`config.mk`:
```
export PLATFORM = sky130hd
export DESIGN_NAME = maxpool_forward
export DESIGN_NICKNAME = d
export VERILOG_FILES = /design/src/rtl/maxpool_forward_pkg.sv /design/src/rtl/maxpool_forward_fp_max2.sv /design/src/rtl/maxpool_forward.sv
export SDC_FILE = /design/constraint.sdc
export NUM_CORES = 2
export LEC_CHECK = 0
export ABC_AREA = 1
export BUFFER_PORTS_ARGS = -buffer_cell sky130_fd_sc_hd__buf_2
export CORE_MARGIN = 5
export CORE_UTILIZATION = 25
export DETAILED_ROUTE_END_ITERATION = 8
export SYNTH_ARGS = -nofsm -noshare
export SYNTH_HDL_FRONTEND = slang
export SYNTH_SLANG_ARGS = --single-unit
```
`constraint.sdc`:
```
create_clock -name clk -period 35.9 [get_ports clk]
set_input_delay 1.795 -clock clk [delete_from_list [all_inputs] [get_ports clk]]
set_output_delay 1.795 -clock clk [all_outputs]
set_load 0.03 [all_outputs]
```
`src/rtl/maxpool_forward_pkg.sv`:
```
// Shared float type, signed-zero constants and the sign-magnitude ordering
// used by the max-pooling datapath.
package maxpool_forward_pkg;

  typedef logic [31:0] float_t;

  localparam float_t FP_POS_ZERO = 32'h0000_0000;
  localparam float_t FP_NEG_ZERO = 32'h8000_0000;

  // True when a >= b in sign-magnitude order. Raw bit patterns are compared,
  // so NaN/Inf need no special handling and +0 beats -0 via the sign rule.
  function automatic logic fp_ge(input float_t a, input float_t b);
    logic ge;
    if (a[31] != b[31]) begin
      ge = ~a[31];
    end else if (a[31] == 1'b0) begin
      ge = (a[30:0] >= b[30:0]);
    end else begin
      ge = (a[30:0] <= b[30:0]);
    end
    return ge;
  endfunction

endpackage

```
`src/rtl/maxpool_forward_fp_max2.sv`:
```
// Single-lane combinational float maximum.
module fp_max2
  import maxpool_forward_pkg::*;
(
  input  float_t a,
  input  float_t b,
  output float_t y
);

  assign y = fp_ge(a, b) ? a : b;

endmodule

```
`src/rtl/maxpool_forward.sv`:
```
// Streaming max-pool: reduces POOL consecutive input vectors into one output
// vector by a per-lane float maximum, with valid/ready handshakes and a
// global clock enable.
module maxpool_forward
  import maxpool_forward_pkg::*;
#(
  parameter int WIDTH = 8,
  parameter int POOL  = 2
) (
  input  logic                  clk,
  input  logic                  reset,
  input  logic                  clk_en,
  input  logic                  in_valid,
  output logic                  in_ready,
  input  logic [32*WIDTH-1:0]   in_data,
  input  logic [7:0]            in_id,
  output logic                  out_valid,
  input  logic                  out_ready,
  output logic [32*WIDTH-1:0]   out_data,
  output logic [7:0]            out_id
);

  localparam int            CW       = $clog2(POOL);
  localparam logic [CW-1:0] CNT_ZERO = CW'(0);
  localparam logic [CW-1:0] CNT_ONE  = CW'(1);
  localparam logic [CW-1:0] CNT_LAST = CW'(POOL - 1);

  logic [CW-1:0]         cnt_r;
  logic                  cnt_last_r;   // registered cnt == POOL-1 keeps in_ready compare-free
  logic [32*WIDTH-1:0]   acc_r;
  logic [7:0]            tag_r;
  logic [32*WIDTH-1:0]   out_data_r;
  logic [7:0]            out_id_r;
  logic                  out_valid_r;

  logic [CW-1:0]         cnt_s;
  logic                  cnt_last_s;
  logic [32*WIDTH-1:0]   acc_s;
  logic [7:0]            tag_s;
  logic [32*WIDTH-1:0]   out_data_s;
  logic [7:0]            out_id_s;
  logic                  out_valid_s;
  logic [32*WIDTH-1:0]   max_s;
  logic                  in_ready_s;
  logic                  in_fire_s;
  logic                  out_fire_s;
  logic                  done_s;

  genvar g;
  generate
    for (g = 0; g < WIDTH; g = g + 1) begin : g_lane
      fp_max2 u_max (
        .a (acc_r[32*g +: 32]),
        .b (in_data[32*g +: 32]),
        .y (max_s[32*g +: 32])
      );
    end
  endgenerate

  assign in_ready_s = ~cnt_last_r | ~out_valid_r | out_ready;
  assign in_fire_s  = clk_en & in_valid & in_ready_s;
  assign out_fire_s = clk_en & out_valid_r & out_ready;
  assign done_s     = in_fire_s & cnt_last_r;

  // Next-state for window counter, accumulator, tag and output registers.
  always_comb begin
    cnt_s       = cnt_r;
    cnt_last_s  = cnt_last_r;
    acc_s       = acc_r;
    tag_s       = tag_r;
    out_data_s  = out_data_r;
    out_id_s    = out_id_r;
    out_valid_s = out_valid_r;
    if (in_fire_s) begin
      if (cnt_last_r) begin
        out_data_s = max_s;
        out_id_s   = tag_r;
        cnt_s      = CNT_ZERO;
        cnt_last_s = 1'b0;
      end else begin
        if (cnt_r == CNT_ZERO) begin
          acc_s = in_data;
          tag_s = in_id;
        end else begin
          acc_s = max_s;
        end
        cnt_s      = cnt_r + CNT_ONE;
        cnt_last_s = ((cnt_r + CNT_ONE) == CNT_LAST);
      end
    end else begin
      cnt_s = cnt_r;
    end
    if (done_s) begin
      out_valid_s = 1'b1;
    end else if (out_fire_s) begin
      out_valid_s = 1'b0;
    end else begin
      out_valid_s = out_valid_r;
    end
  end

  // State registers: async clear, frozen while clk_en is low.
  always_ff @(posedge clk or posedge reset) begin
    if (reset) begin
      cnt_r       <= CNT_ZERO;
      cnt_last_r  <= 1'b0;
      acc_r       <= {WIDTH{FP_POS_ZERO}};
      tag_r       <= 8'h00;
      out_data_r  <= {WIDTH{FP_POS_ZERO}};
      out_id_r    <= 8'h00;
      out_valid_r <= 1'b0;
    end else if (clk_en) begin
      cnt_r       <= cnt_s;
      cnt_last_r  <= cnt_last_s;
      acc_r       <= acc_s;
      tag_r       <= tag_s;
      out_data_r  <= out_data_s;
      out_id_r    <= out_id_s;
      out_valid_r <= out_valid_s;
    end else begin
      cnt_r       <= cnt_r;
      cnt_last_r  <= cnt_last_r;
      acc_r       <= acc_r;
      tag_r       <= tag_r;
      out_data_r  <= out_data_r;
      out_id_r    <= out_id_r;
      out_valid_r <= out_valid_r;
    end
  end

  assign in_ready  = in_ready_s;
  assign out_valid = out_valid_r;
  assign out_data  = out_data_r;
  assign out_id    = out_id_r;

endmodule

```
==> flow_summary.yaml <==
placement:
  dp_hpwl_um: 72900
  place.port_buffers: 534
  finalWeightedCongestion: 0.845
  dpl-instance-area_sq_um: 34700
  dp_worst_setup_slack_ns: 30.53
timing:
  layout_setup_ws_ns: 31.19
  finalSetupTns_ns: 0
  tightest_slew_ns: 1.21
  rsz0062_at_grt: "false"
  highest_clock_rate_ghz: 0.212
  min_period_over_period_pct: 13.1
  timing.max_slew.rel_slack_pct: 19.4
  finalSetupViolations: 0
  hold_viol: 0
  period_needed_ns: 4.71
  skew_ns: 0.0356
  finalMaxSlewViolations: 0
die:
  fp.dieArea_sq_um: 129000
  core_region_area_sq_um: 122000
  io_pins: 535
  die-width_um: 360
  starting_density_pct: 25.1
  placementRows: 128
  die_y_um: 360
grt:
  grt_start_max_net_pins: 211
  globalRouteOverflowTotal: 0
  antenna_found_initial: 22
  via_count_of_the_first_global_routing_pass: 27700
  grt_usage_pct: 15.6
  grt_first_pass_wirelength_um: 162000
setup_path:
  regToRegStartpoint: "acc_r[223]$_DFFE_PP0P_"
  crit_path_max_delay_cell_type: "sky130_fd_sc_hd__nand2_1"
  critical_path.most_common_cell: "sky130_fd_sc_hd__nand2_1"
  crit_path_end_kind: "flip-flop"
  critPathLaunchType: "primary input"
  setup.reg_to_reg.worst_slack_ns: 32.12
  timing.reg2reg.worst_path_depth: 13
  rr_endpoint: "out_data[216]$_DFFE_PP0P_"
  cell_breakdown_of_the_critical_path: "buf_2 -> inv_1 -> ha_1 -> nand2_1 -> nor2_1 -> nand3_1 -> inv_1 -> a21oi_1 -> nand2_1 -> nand2_1 -> nand3_1 -> buf_4 -> nand2_1 -> nand3_1 -> nand2_1"
  critical-path-max-stage-delay_ns: 0.88
  setup.worst_path.class: "in -> reg"
  worstPathRequired_ns: 36.45
  worst-endpoint-arrival_ns: 5.26
  crit_fanout: 32
synthesis:
  synth.top_cells.by_count: "sky130_fd_sc_hd__nand2_1, sky130_fd_sc_hd__inv_1, sky130_fd_sc_hd__dfrtp_1, sky130_fd_sc_hd__nand3_1, sky130_fd_sc_hd__nand4_1"
  distinct_cell_type_count_after_synthesis: 26
  asyncSetResetFlopFracSynth_pct: 100
  synth_top_flop_cell: "sky130_fd_sc_hd__dfrtp_1"
  synth_area_leader_cell: "sky130_fd_sc_hd__dfrtp_1"
  seq_area_frac_synth_pct: 43.3
  synth_enable_flop_cells: 0
  syn-mean-instance-area_sq_um: 7.50
  synthesis.yosys.warnings: 0
  post_synthesis_sequential_element_count: 530
  ys_top_cells_by_area: "sky130_fd_sc_hd__dfrtp_1, sky130_fd_sc_hd__nand2_1, sky130_fd_sc_hd__ha_1"
  yosysMostFrequentCell: "sky130_fd_sc_hd__nand2_1"
  synthesis.area_sq_um: 30600
  netlist.area_leader.share_pct: 43.3
  post_synth_inst_count: 4077
  mappedNetlistNets: 4602
run_status:
  outcome: "completed"
clock_tree:
  clock_tree.root_cell: "sky130_fd_sc_hd__clkbuf_16"
  tritoncts: "yes"
  clock_insertion_delay_worst_skew_ns: 0.63
  clock_sinks: 530
  post_cts_hold_buffer_count: 0
  cts_inserted_buffers: 70
  htree_num_levels: 3
  max-clock-path-buffers: 3
  clk_pin_slew_worst_paths_ns: 0.05
  post-cts-setup-buffer-count: 0
  cts.repair.resized: 0
worst_hold_path:
  min-delay-path-class: "reg -> reg"
  hold-path-endpoint: "out_id[4]$_DFFE_PP0P_"
  holdPathStages: 2
  timing.hold.worst.start: "out_id[4]$_DFFE_PP0P_"
final_layout:
  postLayoutCellArea_sq_um: 37200
  ratio_of_cells_with_drive_above_1_in_the_final_layout_pct: 15.6
  flow.area_growth_from_synthesis_pct: 21.4
  design.final.nets: 5037
detailed_routing:
  antenna_violating_nets_post_route: 0
  routed_length_per_placed_instance_um: 16.7
  firstDrtPassIters: 5
  postRouteWirelength_um: 104000
  dr.first_iter.drc_count: 1835
  route.vias.total: 28100
  routed_via_density: 4.53
  remaining_drc_errors: 0
pwr:
  power.ir.vdd_worst_mv: 0.0671
  overall_power_mw: 3.21
  static_leakage_nw: 20.9
  power_per_cell_area_nw_per_um2: 86.3
job:
  max_cap_violations: 0
## flip-flops by register name, summed over array words and instances (netlist names)
register    flops
acc_r         256
tag_r           8
out_data      256
cnt_last_r      1
out_id          8
out_valid       1
## critical path, delay by kind of cell
family | cells | cell delay, ns
simple gates | 9 | 2.22
fa+ha+maj | 1 | 0.32
compound gates | 1 | 0.23
buf+inv | 4 | 0.67
## cell usage in the layout (no fill, tap or decap), drive strengths merged
master    Yosys  layout
dfrtp       530     530
nor3          7       7
and2          1       1
mux2          8       8
nand2      1427    1427
nand4       267     267
bufinv        0       8
diode         0      10
clkbuf       78      95
nor2         95      95
nor3b         7       7
and2b         1       1
o21a          1       1
a21oi        86      86
o21ai       250     250
a21o          8       8
buf         133     574
nand3       291     291
nor2b         1       1
clkinvlp      0       1
inv         630     634
ha          256     256
clkinv        0      18
## report_power, final
group / internal (mW) / switching [mW] / leakage, nW / total [mW]
clock: 0.447 / 0.297 / 1.19 / 0.744
combinational: 0.434 / 0.998 / 13.2 / 1.43
sequential: 0.851 / 0.182 / 6.57 / 1.03
## layout make-up
| class | instances | area, sq um |
|---|---|---|
| Fill cell | 13100 | 84600 |
| Multi-Input combinational cell | 2706 | 14100 |
| Sequential cell | 530 | 13300 |
| Timing Repair Buffer | 574 | 2990 |
| Inverter | 630 | 2380 |
| Tap cell | 1625 | 2030 |
| Clock buffer | 95 | 1980 |
| Clock inverter | 31 | 442 |
| Antenna cell | 10 | 25.0 |
## kinds of logic (layout without fill, tap and decap cells)
group	count (synthesis)	in the layout	synth area share, %
muxes	8	8	0.294
adders and majority gates	256	256	10.5
other	0	10	0
AOI/OAI and AO/OA	345	345	5.72
DFF	530	530	43.3
buffers and inverters	841	1330	10.8
and+or+nand+nor	2097	2097	29.4
## through the flow
| step | utilization, % | std cells | hold WS, ns |
|---|---|---|---|
| 2_1_floorplan | - | 4077 | 0.444 |
| 3_3_place_gp | 28.5 | 6065 | 0.450 |
| 3_5_place_dp | 28.5 | 6065 | 0.454 |
| 6_report | 30.5 | 6201 | 0.464 |
| 4_1_cts | 30.5 | 6191 | 0.467 |
| 5_1_grt | 30.5 | 6194 | 0.495 |
## layer usage
layer	up-vias	track usage (%)	share of wire [%]
li1	13900	-	-
met1	13200	20.3	44
met2	806	25.0	45
met3	144	4.73	8.1
met4	12	4.84	2.7
met5	-	0	0.074
## worst max-delay path by stage
| stage | from | slack [ns] | endpoint | cells past startpoint |
|---|---|---|---|---|
| 2_1_floorplan | reset | 19.29 | acc_r[0]$_DFFE_PP0P_ | 1 |
| 3_3_place_gp | in_data[222] | 30.58 | out_data[216]$_DFFE_PP0P_ | 15 |
| 3_5_place_dp | in_data[222] | 30.53 | out_data[216]$_DFFE_PP0P_ | 15 |
| 4_1_cts | in_data[222] | 31.23 | out_data[216]$_DFFE_PP0P_ | 15 |
| 5_1_grt | in_data[222] | 30.84 | out_data[212]$_DFFE_PP0P_ | 15 |
| 6_report | in_data[222] | 31.19 | out_data[216]$_DFFE_PP0P_ | 15 |
Note: power is estimated with default switching activity, not from simulation.
